==> src/rtl/counter_updown_mod_if.sv <==
// Control and status bundle for one counter_updown_mod stage.
// The master drives the controls; the counter stage is the slave.
interface counter_updown_mod_if #(
    parameter int unsigned WIDTH = 8
);
    logic             clr_i;
    logic             load_i;
    logic [WIDTH-1:0] load_val_i;
    logic             pulse_i;
    logic             dir_i;
    logic [WIDTH-1:0] count_o;
    logic             cout_o;
    logic             tc_o;

    modport master (
        output clr_i,
        output load_i,
        output load_val_i,
        output pulse_i,
        output dir_i,
        input  count_o,
        input  cout_o,
        input  tc_o
    );

    modport slave (
        input  clr_i,
        input  load_i,
        input  load_val_i,
        input  pulse_i,
        input  dir_i,
        output count_o,
        output cout_o,
        output tc_o
    );
endinterface

==> src/rtl/counter_updown_mod.sv <==
// Modulo up/down counter stage with clear, clamped load and cascade terminal count.
// Define COUNTER_SATURATE_EN to hold at the range ends instead of wrapping.
module counter_updown_mod #(
    parameter int unsigned WIDTH    = 8,
    parameter int unsigned DATA_MAX = 59
) (
    input  logic                 clk,
    input  logic                 rst,
    counter_updown_mod_if.slave  bus
);

    localparam logic [WIDTH-1:0] MaxVal = WIDTH'(DATA_MAX);

    logic [WIDTH-1:0] count_q, count_d;
    logic             cout_q, cout_d;
    logic             at_max, at_zero;
    logic [WIDTH-1:0] load_clamped;

    assign at_max       = (count_q == MaxVal);
    assign at_zero      = (count_q == '0);
    assign load_clamped = (bus.load_val_i > MaxVal) ? MaxVal : bus.load_val_i;

    always_comb begin
        count_d = count_q;
        cout_d  = 1'b0;
        if (bus.clr_i) begin
            count_d = '0;
        end else if (bus.load_i) begin
            count_d = load_clamped;
        end else if (bus.pulse_i) begin
            if (bus.dir_i) begin
                if (at_max) begin
                    // Blocked or wrapping step at the top end; both flag cout.
`ifdef COUNTER_SATURATE_EN
                    count_d = MaxVal;
`else
                    count_d = '0;
`endif
                    cout_d  = 1'b1;
                end else begin
                    count_d = count_q + WIDTH'(1);
                end
            end else begin
                if (at_zero) begin
`ifdef COUNTER_SATURATE_EN
                    count_d = '0;
`else
                    count_d = MaxVal;
`endif
                    cout_d  = 1'b1;
                end else begin
                    count_d = count_q - WIDTH'(1);
                end
            end
        end
    end

    always_ff @(posedge clk or negedge rst) begin
        if (!rst) begin
            count_q <= '0;
            cout_q  <= 1'b0;
        end else begin
            count_q <= count_d;
            cout_q  <= cout_d;
        end
    end

    assign bus.count_o = count_q;
    assign bus.cout_o  = cout_q;
    // Unregistered so a following stage can step on the same edge this one wraps.
    assign bus.tc_o    = (bus.dir_i & at_max) | (~bus.dir_i & at_zero);

endmodule

==> src/flat_wrapper.sv <==
// flat-port wrapper written by rule: the top's interface ports become plain ports
module counter_updown_mod_flat 
#(
    parameter int unsigned WIDTH    = 8,
    parameter int unsigned DATA_MAX = 59
)
  (clk, rst, bus_clr_i, bus_load_i, bus_load_val_i, bus_pulse_i, bus_dir_i, bus_count_o, bus_cout_o, bus_tc_o);
  counter_updown_mod_if #(.WIDTH(WIDTH)) bus_i ();
  input  logic clk;
  input  logic rst;
  input wire logic [$bits(bus_i.clr_i)-1:0] bus_clr_i;
  input wire logic [$bits(bus_i.load_i)-1:0] bus_load_i;
  input wire logic [$bits(bus_i.load_val_i)-1:0] bus_load_val_i;
  input wire logic [$bits(bus_i.pulse_i)-1:0] bus_pulse_i;
  input wire logic [$bits(bus_i.dir_i)-1:0] bus_dir_i;
  output wire logic [$bits(bus_i.count_o)-1:0] bus_count_o;
  output wire logic [$bits(bus_i.cout_o)-1:0] bus_cout_o;
  output wire logic [$bits(bus_i.tc_o)-1:0] bus_tc_o;
  assign bus_i.clr_i = bus_clr_i;
  assign bus_i.load_i = bus_load_i;
  assign bus_i.load_val_i = bus_load_val_i;
  assign bus_i.pulse_i = bus_pulse_i;
  assign bus_i.dir_i = bus_dir_i;
  assign bus_count_o = bus_i.count_o;
  assign bus_cout_o = bus_i.cout_o;
  assign bus_tc_o = bus_i.tc_o;
  counter_updown_mod #(.WIDTH(WIDTH), .DATA_MAX(DATA_MAX)) u_core (.clk(clk), .rst(rst), .bus(bus_i));
endmodule
==> config.mk <==
export PLATFORM = sky130hd
export DESIGN_NAME = counter_updown_mod_flat
export DESIGN_NICKNAME = d
export VERILOG_FILES = /design/src/rtl/counter_updown_mod_if.sv /design/src/rtl/counter_updown_mod.sv /design/src/flat_wrapper.sv
export SDC_FILE = /design/constraint.sdc
export NUM_CORES = 1
export LEC_CHECK = 0
export CAP_MARGIN = 30
export CORE_AREA = 2 2 49 51
export DETAILED_ROUTE_END_ITERATION = 10
export DIE_AREA = 0 0 51 53
export PLACE_DENSITY = 0.75
export SYNTH_ARGS = -nofsm -noshare
export SYNTH_HDL_FRONTEND = slang
export SYNTH_SLANG_ARGS = --single-unit
==> constraint.sdc <==
create_clock -name clk -period 4.5 [get_ports clk]
set_input_delay 0.9 -clock clk [delete_from_list [all_inputs] [get_ports clk]]
set_output_delay 0.9 -clock clk [all_outputs]
set_load 0.005 [all_outputs]
=== After elaboration in Yosys (flattened, before gate mapping) ===
Index checks and enable logic that the tools add are counted.

* ROM bits: 0
* Bits in writable memories: 0
* Bits of input ports: 14
* Bits in latches: 0
* Memories kept: 0
* Flip-flop bits (word level): 9
* Output and inout bits: 10
* Logic and storage cells: 25

* Add/subtract/negate cells: 2
* Shift operators: 0
* $lt $le $gt $ge: 1
* $mul: 0
* Reductions and logical operators: 2
* Mux-type cells: 13
* Equality and inequality tests: 1
* Bitwise operators: 4
* Div/mod/pow operators: 0

{| class="wikitable"
|+ Operators with widths
! kind !! number
|-
| $mux W8 || 7
|-
| $add A8 B1 Y8 const B || 1
|-
| $eq A8 B6 Y1 const B || 1
|-
| $gt A8 B6 Y1 const B || 1
|-
| $logic_not A8 Y1 || 1
|-
| $sub A8 B1 Y8 const B || 1
|-
| $mux W1 || 6
|-
| $reduce_bool A3 Y1 || 1
|-
| $and A1 B1 Y1 || 2
|-
| $not A1 Y1 || 1
|-
| $or A1 B1 Y1 || 1
|}

=== Logic depth before layout (Yosys ltp) ===
* Word-level depth: 6
* Mapped depth: 7
* Mapped depth without buffers: 6

=== Least setup slack after synthesis ===
No wires, ideal clock.

* Path type: input-to-output
* From: input bus_dir_i
* To: output bus_tc_o
* Stages: 3
* Path buffers: 0
* Data required time: 3.600 ns
* Setup slack: 2.214 ns
* Data arrival time: 1.386 ns
* Cell sequence: and2_1 -> and3_1 -> o21bai_1

* Cells in the longest elaborated chain, start to end: 3
* Elaborated cells on any way between the ends: 4
* Those cells by class: 4 x bitwise

{| class="wikitable"
|+ RTL lines
! element !! RTL line !! source
|-
| from (decl) || flat_wrapper.sv:15 || <nowiki>input wire logic [$bits(bus_i.dir_i)-1:0] bus_dir_i;</nowiki>
|-
| $not A1 Y1 || counter_updown_mod.sv:71 || <nowiki>assign bus.tc_o = (bus.dir_i & at_max) | (~bus.dir_i & at_zero);</nowiki>
|-
| $and A1 B1 Y1 || counter_updown_mod.sv:71 ||
|-
| $or A1 B1 Y1 * || counter_updown_mod.sv:71 ||
|-
| to (decl) || flat_wrapper.sv:18 || <nowiki>output wire logic [$bits(bus_i.tc_o)-1:0] bus_tc_o;</nowiki>
|}

Mark *: on every way between the ends. The rest lies on a longest branch, timed or not.

=== Final worst setup path ===
Same ends and word-level chain as after synthesis.

==> flow_metrics.py <==
metrics = {
    "status": {
        "status": "complete, no violations",
    },
    "clocking": {
        "cts_max_level": 1,
        "clk-insertion-delay-late_ns": 0.28,
        "clockRootBuffer": "clkbuf_4",
        "clock_path_buffers": 2,
        "cts_sinks": 9,
        "cts_hold_buf": 0,
        "cts.clk_slew.worst_paths_ns": 0.08,
        "cts_resized": 0,
        "cts_buffers": 3,
        "cts_tree": "yes",
        "cts_setup_buffers": 0,
    },
    "worst_setup_path": {
        "crit_path_max_fanout": 16,
        "required_ns": 3.60,
        "cp_slowest_cell": "clkdlybuf4s50_1",
        "cp_slowest_stage_delay_ns": 0.78,
        "crit_type": "input pin to output port",
        "cp-end-kind": "output port",
        "crit_chain": "clkdlybuf4s50_1, and2_1, and3_1, o21bai_1, clkdlybuf4s50_1",
        "crit_path_start_kind": "input pin",
        "cp_data_arrival_time_ns": 2.79,
        "cp_common_cell": "clkdlybuf4s50_1",
    },
    "worst_hold_path": {
        "min_path_type": "register to register",
    },
    "logic_synthesis": {
        "synth-seq-cells": 9,
        "synth_cells": 121,
        "async_reset_ff_share_pct": 100,
        "seq_area_frac_synth_pct": 22.7,
        "syn_avg_cell_area_um2": 8.21,
        "yosys.area.top_type": "dfrtp_1",
        "yosysUniqueCellTypes": 57,
        "synth_enable_flop_cells": 0,
        "ys.flop_type": "dfrtp_1",
        "yosys_warnings": 0,
        "synth_area_leaders": "dfrtp_1 (23%), nand2_1 (4.2%), o21ai_0 (3.5%), and4_1 (2.6%), ha_1 (2.5%)",
        "synth_fp_nets": 137,
        "yosysTopAreaCellShare_pct": 22.7,
        "syn-cell-area_um2": 993,
    },
    "placed_design": {
        "dp_hpwl_mm": 1.84,
        "placed_cell_area_um2": 1210,
        "placed_cells": 164,
        "gp_congestion": 0.820,
        "dp_slack_ns": 0.824,
        "portBuffers": 23,
    },
    "global_routing": {
        "grt_max_degree": 17,
        "overflow": 0,
        "grt_pass1_vias": 935,
        "grt_use_total_pct": 20.8,
        "antenna_found_initial": 0,
        "grt_pass1_wl_mm": 4.19,
    },
    "routing": {
        "vias": 1042,
        "viasPerCell": 6.20,
        "antenna_left": 0,
        "drt-total-wl_mm": 2.52,
        "drtIter0Drc": 13,
        "first_pass_iters": 4,
        "wl_per_cell_um": 15.0,
        "drc": 0,
    },
    "sta": {
        "fin_worst_skew_ns": 0.00603,
        "fin_crit_sh_pct": 82.0,
        "setup_viol": 0,
        "setup_tns_ns": 0,
        "fmax_mhz": 271,
        "slew_headroom_pct": 59.9,
        "fin_crit_ns": 3.69,
        "setup_slack_ns": 0.812,
        "rsz0062_at_grt": "false",
        "slew_violations": 0,
        "hold_viol": 0,
        "tightest_slew_ns": 0.598,
    },
    "die": {
        "dieArea_um2": 2700,
        "die_x_um": 51,
        "ios": 24,
        "core-area_um2": 2150,
        "start_util_pct": 46.2,
        "die_y_um": 53,
        "rows": 17,
    },
    "final_layout": {
        "fin_nets": 157,
        "layoutNonFillerInstCount": 168,
        "synthToLayoutAreaGrowth_pct": 24.9,
        "fillerInstances": 203,
        "final_common_cell": "clkdlybuf4s50_1",
        "antenna_cells": 0,
        "final_cell_mix": "clkdlybuf4s50_1 (23), nand2_1 (11), dfrtp_1 (9), o21ai_0 (7), nor2_1 (6)",
        "final_area_um2": 1240,
        "drive_gt1_share_pct": 10.7,
    },
    "pwr": {
        "ir_worst_vdd_mv": 0.191,
        "p_per_area_nw_per_um2": 230,
        "p_leak_nw": 0.438,
        "power_mw": 0.286,
    },
    "job": {
        "drv_cap": 0,
    },
}
-- cell usage after synthesis (all sizes together), types with 2 or more instances --
library cell / number
and2b: 2
buf: 5
o21ai: 10
and4: 3
nand3: 5
nor2b: 2
nand4b: 2
a21oi: 5
dfrtp: 9
inv: 5
and3: 2
a221oi: 2
nor3: 4
nor2: 6
o21bai: 2
nor4: 2
xnor2: 2
a21o: 2
clkbuf: 3
nand2: 12
nand2b: 2
a31oi: 3
o21ba: 2
or3b: 2
ha: 2
o31ai: 3
a211oi: 3
-- metrics by stage --
step	hold WS (ns)	util, %
finish	0.635	57.8
global placement	0.630	56.5
detailed placement	0.630	56.5
CTS	0.639	57.8
floorplan	0.595	-
global route	0.685	57.8
-- flip-flops by register name, summed over array words and instances, names as in the netlist --
name,flops
u_core.bus.count_o,8
u_core.bus.cout_o,1
-- report_power, final --
group	switching, mW	internal [mW]
registers	0.0223	0.0872
logic	0.0507	0.0556
clock network	0.0368	0.0330
-- layer usage --
metal  wire length (um)  up-vias  global-route usage (%)
met1               1170      485                    25.5
met3                135        5                   0.847
li1                   -      505                       -
met5                  0        -                       0
met2               1160       47                    36.4
met4                 59        0                    12.2
-- path summary, 6_finish.rpt --
path	startpoint	end	slack, ns	cells past startpoint
setup / recovery	bus_dir_i	bus_tc_o	0.81	5
hold / removal	u_core.bus.count_o[7]$_DFFE_PN0P_	u_core.bus.count_o[7]$_DFFE_PN0P_	0.63	1
setup reg to reg	u_core.bus.count_o[2]$_DFFE_PN0P_	u_core.bus.count_o[7]$_DFFE_PN0P_	2.69	4
hold reg to reg	u_core.bus.count_o[7]$_DFFE_PN0P_	u_core.bus.count_o[7]$_DFFE_PN0P_	0.63	1
max in group asynchronous	rst	u_core.bus.count_o[4]$_DFFE_PN0P_	3.27	1
min in group asynchronous	rst	u_core.bus.cout_o$_DFF_PN0_	0.92	1
-- critical path: cells and delay by family --
family / cells / cell delay (ns)
simple gates: 2 / 0.45
buf+inv: 2 / 1.31
compound gates: 1 / 0.13
-- area by class of cell --
cell class              count  area, um2  share of cell area, %
multi-input cells          99        704                   56.8
well taps                  28       35.0                   2.82
flip-flops and latches      9        225                   18.1
clock inverters             1       5.00                  0.403
repair buffers             23        230                   18.5
clock buffers               3       22.5                   1.81
inverters                   5       18.8                   1.51
-- logic make-up (layout without fill, tap and decap cells) --
family	after synthesis	count (layout)	share of synthesized area (%)
AND/OR/NAND/NOR	51	51	32.7
AO/OA/AOI/OAI	43	43	32.9
buffers and inverters	13	32	6.42
flip-flops	9	9	22.7
adder cells (fa/ha/maj)	2	2	2.52
XOR/XNOR	2	2	1.76
multiplexers	1	1	1.01
No activity file was read; power rests on OpenSTA's default activity.
